**src/rtl/reset_sequencer.sv**
```systemverilog
// reset_sequencer
//   Generates sequenced synchronous active-low resets for downstream blocks.
//   A raw asynchronous reset (or an accepted software request) drives every
//   output low. The outputs are held low for HOLD_CYCLES and then released
//   one at a time, bit 0 first, STAGE_GAP cycles apart.
//
// Ports
//   clk          : clock, all logic on posedge
//   rst          : asynchronous active-high reset, clears every flop
//   soft_rst_req : software reset request, rising edge accepted only in RUN
//   rst_n_out    : per-stage active-low resets, bit 0 released first
//   ready        : high while all outputs are released (RUN)
//   soft_rst_ack : one-cycle pulse when a soft-initiated sequence completes
//   state        : debug view of the FSM (ASSERT=0 HOLD=1 RELEASE=2 RUN=3)
module reset_sequencer #(
  parameter int SYNC_STAGES = 2,
  parameter int HOLD_CYCLES = 16,
  parameter int NUM_OUTS    = 3,
  parameter int STAGE_GAP   = 4
) (
  input  logic                clk,
  input  logic                rst,
  input  logic                soft_rst_req,
  output logic [NUM_OUTS-1:0] rst_n_out,
  output logic                ready,
  output logic                soft_rst_ack,
  output logic [1:0]          state
);

  typedef enum logic [1:0] {
    ST_ASSERT  = 2'd0,
    ST_HOLD    = 2'd1,
    ST_RELEASE = 2'd2,
    ST_RUN     = 2'd3
  } state_t;

  localparam int CMAX = (HOLD_CYCLES > STAGE_GAP) ? HOLD_CYCLES : STAGE_GAP;
  localparam int CW   = $clog2(CMAX) + 1;
  localparam int IW   = (NUM_OUTS > 1) ? $clog2(NUM_OUTS) : 1;

  localparam logic [CW-1:0] HOLD_LAST = CW'(HOLD_CYCLES - 1);
  localparam logic [CW-1:0] GAP_LAST  = CW'(STAGE_GAP - 1);
  localparam logic [IW-1:0] IDX_LAST  = IW'(NUM_OUTS - 1);

  state_t                state_q, state_d;
  logic [SYNC_STAGES-1:0] sync_q;
  logic                  synced;
  logic [CW-1:0]         cnt_q, cnt_d;
  logic [IW-1:0]         idx_q, idx_d, idx_nx;
  logic                  soft_prev_q;
  logic                  soft_pend_q, soft_pend_d;
  logic                  soft_edge;
  logic                  hold_done, gap_done, enter_run;
  logic [NUM_OUTS-1:0]   rst_n_q, rst_n_d;
  logic                  ready_q, ready_d;
  logic                  ack_q, ack_d;

  // Release synchronizer: outputs only ever rise through the FSM, so the
  // deassertion of rst is first re-timed here.
  always_ff @(posedge clk or posedge rst) begin
    if (rst) begin
      sync_q <= '0;
    end else begin
      sync_q <= {sync_q[SYNC_STAGES-2:0], 1'b1};
    end
  end

  assign synced = sync_q[SYNC_STAGES-1];

  always_ff @(posedge clk or posedge rst) begin
    if (rst) begin
      soft_prev_q <= 1'b0;
    end else begin
      soft_prev_q <= soft_rst_req;
    end
  end

  assign soft_edge = soft_rst_req & ~soft_prev_q;
  assign idx_nx    = idx_q + 1'b1;
  assign hold_done = (state_q == ST_HOLD) && (cnt_q == HOLD_LAST);
  assign gap_done  = (state_q == ST_RELEASE) && (cnt_q == GAP_LAST);
  // With a single output the HOLD exit releases the only bit and goes
  // straight to RUN; otherwise RUN follows the release of the last bit.
  assign enter_run = (hold_done && (NUM_OUTS == 1)) ||
                     (gap_done && (idx_nx == IDX_LAST));

  // State register (with counter, stage index and soft-pending flag)
  always_ff @(posedge clk or posedge rst) begin
    if (rst) begin
      state_q     <= ST_ASSERT;
      cnt_q       <= '0;
      idx_q       <= '0;
      soft_pend_q <= 1'b0;
    end else begin
      state_q     <= state_d;
      cnt_q       <= cnt_d;
      idx_q       <= idx_d;
      soft_pend_q <= soft_pend_d;
    end
  end

  // Next-state logic
  always_comb begin
    state_d     = state_q;
    cnt_d       = cnt_q;
    idx_d       = idx_q;
    soft_pend_d = soft_pend_q;
    unique case (state_q)
      ST_ASSERT: begin
        if (synced) begin
          state_d = ST_HOLD;
          cnt_d   = '0;
        end
      end
      ST_HOLD: begin
        if (hold_done) begin
          cnt_d   = '0;
          idx_d   = '0;
          state_d = (NUM_OUTS == 1) ? ST_RUN : ST_RELEASE;
        end else begin
          cnt_d = cnt_q + 1'b1;
        end
      end
      ST_RELEASE: begin
        if (gap_done) begin
          cnt_d = '0;
          idx_d = idx_nx;
          if (idx_nx == IDX_LAST) begin
            state_d = ST_RUN;
          end
        end else begin
          cnt_d = cnt_q + 1'b1;
        end
      end
      ST_RUN: begin
        if (soft_edge) begin
          state_d     = ST_HOLD;
          cnt_d       = '0;
          soft_pend_d = 1'b1;
        end
      end
      default: begin
        state_d = ST_ASSERT;
      end
    endcase
    if (enter_run) begin
      soft_pend_d = 1'b0;
    end
  end

  // Output logic: next values of the registered outputs
  always_comb begin
    rst_n_d = rst_n_q;
    ready_d = ready_q;
    ack_d   = 1'b0;
    unique case (state_q)
      ST_ASSERT: begin
        rst_n_d = '0;
        ready_d = 1'b0;
      end
      ST_HOLD: begin
        if (hold_done) begin
          rst_n_d[0] = 1'b1;
        end
      end
      ST_RELEASE: begin
        if (gap_done) begin
          for (int unsigned i = 0; i < NUM_OUTS; i++) begin
            if (IW'(i) == idx_nx) begin
              rst_n_d[i] = 1'b1;
            end
          end
        end
      end
      ST_RUN: begin
        if (soft_edge) begin
          rst_n_d = '0;
          ready_d = 1'b0;
        end
      end
      default: begin
        rst_n_d = '0;
        ready_d = 1'b0;
      end
    endcase
    if (enter_run) begin
      ready_d = 1'b1;
      ack_d   = soft_pend_q;
    end
  end

  always_ff @(posedge clk or posedge rst) begin
    if (rst) begin
      rst_n_q <= '0;
      ready_q <= 1'b0;
      ack_q   <= 1'b0;
    end else begin
      rst_n_q <= rst_n_d;
      ready_q <= ready_d;
      ack_q   <= ack_d;
    end
  end

  assign rst_n_out    = rst_n_q;
  assign ready        = ready_q;
  assign soft_rst_ack = ack_q;
  assign state        = state_q;

endmodule
```
**config.mk**
```make
export PLATFORM = sky130hd
export DESIGN_NAME = reset_sequencer
export DESIGN_NICKNAME = d
export VERILOG_FILES = /design/src/rtl/reset_sequencer.sv
export SDC_FILE = /design/constraint.sdc
export NUM_CORES = 1
export LEC_CHECK = 0
export ABC_AREA = 1
export CAP_MARGIN = 20
export CORE_MARGIN = 2
export CORE_UTILIZATION = 46
export CTS_CLUSTER_DIAMETER = 30
export DETAILED_ROUTE_END_ITERATION = 10
export PLACE_DENSITY = 0.64
export SETUP_SLACK_MARGIN = 0.02
export SLEW_MARGIN = 10
export SYNTH_ARGS = -nofsm -noshare
export SYNTH_HDL_FRONTEND = slang
export SYNTH_SLANG_ARGS = --single-unit
```
**constraint.sdc**
```tcl
create_clock -name clk -period 3.8 [get_ports clk]
set_clock_uncertainty 0.05 [all_clocks]
set_input_delay 0.57 -clock clk [delete_from_list [all_inputs] [get_ports clk]]
set_output_delay 0.57 -clock clk [all_outputs]
set_load 0.1 [all_outputs]
```
==> out/results.tsv <==
stage	metric	value	unit
worst_setup_path	path_cells	clkdlybuf4s50_1	
sta	maxSlewViolCount	0	
sta	hold_violations	0	
global_routing	grt_pass1_vias	777	
placed_design	placed_area	1180	sq um
die	start_util	0.481	
detailed_routing	detail_route.vias_per_cell	4.88	
sta	worst_pin_slew	0.971	ns
cts	cts_made_buffers	3	
worst_setup_path	cp-endpoint	state[0]	
detailed_routing	wire_per_inst	10.4	um
detailed_routing	drt-initial-drc-count	14	
cts	cts_tree	built	
cells_and_area	n_antenna_cell	0	
global_routing	grt_overflow	0	
placed_design	place.gp.congestion	0.804	
detailed_routing	vias	824	
logic_synthesis	synth_cell_types	21	
logic_synthesis	synthesis.nets	141	
worst_setup_path	crit_fanout	6	
worst_setup_path	path_buf_inv	1	
die	dieArea	2690	sq um
logic_synthesis	syn_area	1050	sq um
cells_and_area	nets	155	
outcome	outcome	complete, no violations	
die	die_x	51.9	um
placed_design	port_buffers	9	
cts	clock-sinks	18	
hold_path	hold_class	flip-flop to flip-flop	
cells_and_area	areaGrowthSynthToFinish	15.3	%
detailed_routing	firstDrtPassIters	4	
die	core	2190	sq um
cells_and_area	layout-drive-gt1-share	0.135	
cts	h-tree-depth	1	
sta	rsz0062_at_grt	no	
logic_synthesis	ys_seq_area_frac	0.428	
worst_setup_path	reg2reg_depth	9	
worst_setup_path	critical_path.top_delay_family	buffers and inverters	
cells_and_area	n_fill_cell	191	
cells_and_area	design_area	1210	sq um
worst_setup_path	r2r_start	cnt_q[0]	
worst_setup_path	crit_cells	1	
placed_design	detailed_place_hpwl	1.37	mm
cts	post_cts_resized	0	
sta	fin_crit	2.54	ns
worst_setup_path	endpoint_kind	primary output	
logic_synthesis	ys_ff_latch	18	
die	ios	10	
cts	clk_pin_slew	0.11	ns
sta	finalSetupViolCount	0	
worst_setup_path	startpoint	state[0]	
pwr	power_density	837	nW/um^2
detailed_routing	wirelength	1.76	mm
cts	insertion_delay	0.30	ns
sta	slew_headroom	0.350	
worst_setup_path	path_class	flip-flop to primary output	
pwr	irDropWorstVdd	0.000599	V
cts	cts_buffer_depth	2	
worst_setup_path	start_kind	flip-flop	
worst_setup_path	rrSetupSlack	2.00	ns
cts	postCtsHoldBufs	0	
cts	root_buffer	clkbuf_4	
global_routing	antenna_found_initial	0	
worst_setup_path	r2r-end	state[1]	
die	fp.dieH	51.9	um
pwr	leakagePower	0.000635	uW
worst_setup_path	crit_slowest_cell	clkdlybuf4s50_1	
die	core.rowCount	17	
worst_setup_path	cp_data_required_time	3.18	ns
worst_setup_path	slowest_delay	1.17	ns
logic_synthesis	yosysWarningCount	0	
sta	post-route-period-util	0.669	
worst_setup_path	arrival	1.92	ns
logic_synthesis	syn_inst	128	
cts	postCtsSetupBuffers	0	
detailed_routing	final_antenna_net_count	0	
detailed_routing	drc_errors	0	
global_routing	grt_pass1_wl	3.28	mm
global_routing	grt_max_degree	19	
job	cap_violations	0	
logic_synthesis	postSynthAreaPerCell	8.23	sq um
global_routing	grt_usage	0.165	
sta	fmax	0.394	GHz
sta	tns	0	ns
[area by class of cell]
cell class                 instances  area, sq um  area share
inverter                          26         97.6      0.0803
tap                               28         35.0      0.0288
timing repair buffer               9         90.1      0.0742
sequential                        18          450       0.371
clock buffer                       4         36.3      0.0299
multi-input combinational         84          505       0.416
[registers in the layout, summed over array words and instances (netlist names)]
name / count
cnt_q: 5
soft_pend_q: 1
soft_prev_q: 1
rst_n_out: 3
state: 2
soft_rst_ack: 1
sync_q: 2
ready: 1
idx_q: 2
[how the worst min path moves through the flow]
stage                           end  startpoint  cells past startpoint
after global placement    sync_q[1]   sync_q[0]                      0
after global routing      sync_q[1]   sync_q[0]                      0
final                     sync_q[1]   sync_q[0]                      0
after CTS                 sync_q[1]   sync_q[0]                      0
after detailed placement  sync_q[1]   sync_q[0]                      0
after floorplan           sync_q[1]   sync_q[0]                      0
[metrics by stage]
step	total power, uW	setup slack [ns]	utilization	cells	hold WS (ns)
2_1_floorplan	773	1.68	-	128	0.281
6_report	1020	1.26	0.555	169	0.315
4_1_cts	1030	1.24	0.555	169	0.319
3_3_place_gp	901	1.62	0.538	165	0.291
3_5_place_dp	905	1.60	0.538	165	0.296
5_1_grt	1110	1.18	0.555	169	0.325
[synth_stat cells, drive strengths merged]
master  count  area [sq um]
nand3b      2          15.0
conb        1          3.75
nand4       5          31.3
a21boi      1          7.51
dfrtp      18           450
ha         10           125
nor2        6          35.0
nor3        1          5.00
or2         1          8.76
nand3      13          80.1
o21ai       7          35.0
nand2      35           149
a21oi       2          10.0
inv        26          97.6
[worst reg2reg max path: cells and delay by family (launching register included)]
| kind | cells | cell delay, ns |
|---|---|---|
| buffers and inverters | 2 | 0.12 |
| AO/OA/AOI/OAI | 1 | 0.17 |
| adder cells (fa/ha/maj) | 2 | 0.40 |
| AND/OR/NAND/NOR | 4 | 0.53 |
| flip-flops | 1 | 0.43 |
[cell families after synthesis]
logic type / Yosys count / synth area share
buf+inv: 26 / 0.0926
compound gates: 10 / 0.0499
other cells: 1 / 0.00356
fa+ha+maj: 10 / 0.119
simple gates: 63 / 0.308
flops: 18 / 0.428
[cell usage in the layout, fill, tap and decap left out, types with 2 or more instances in the layout]
cell             synthesis  layout
nor2_1                   3       3
nand4_1                  5       5
inv_1                   23      23
nand3b_1                 2       2
clkbuf_4                 0       3
nand2_2                  4       4
inv_2                    3       3
clkdlybuf4s50_1          0       9
o21ai_1                  2       2
ha_1                    10      10
dfrtp_1                 18      18
nand3_2                  3       3
nand3_1                 10      10
nor2_2                   2       2
nand2_1                 30      30
o21ai_0                  5       5
a21oi_1                  2       2
[power by group]
| group | switching (uW) | internal, uW |
|---|---|---|
| clock network | 61.7 | 58.5 |
| logic | 438 | 181 |
| registers | 39.3 | 239 |
| total | 539 | 478 |
[layer usage]
metal,global-route usage,up-vias,part of all wire
li1,-,425,-
met5,0,-,0
met4,0.0921,0,0.025
met1,0.218,379,0.50
met2,0.257,15,0.45
met3,0.0259,5,0.031
Power figures use the tool's default switching activity.
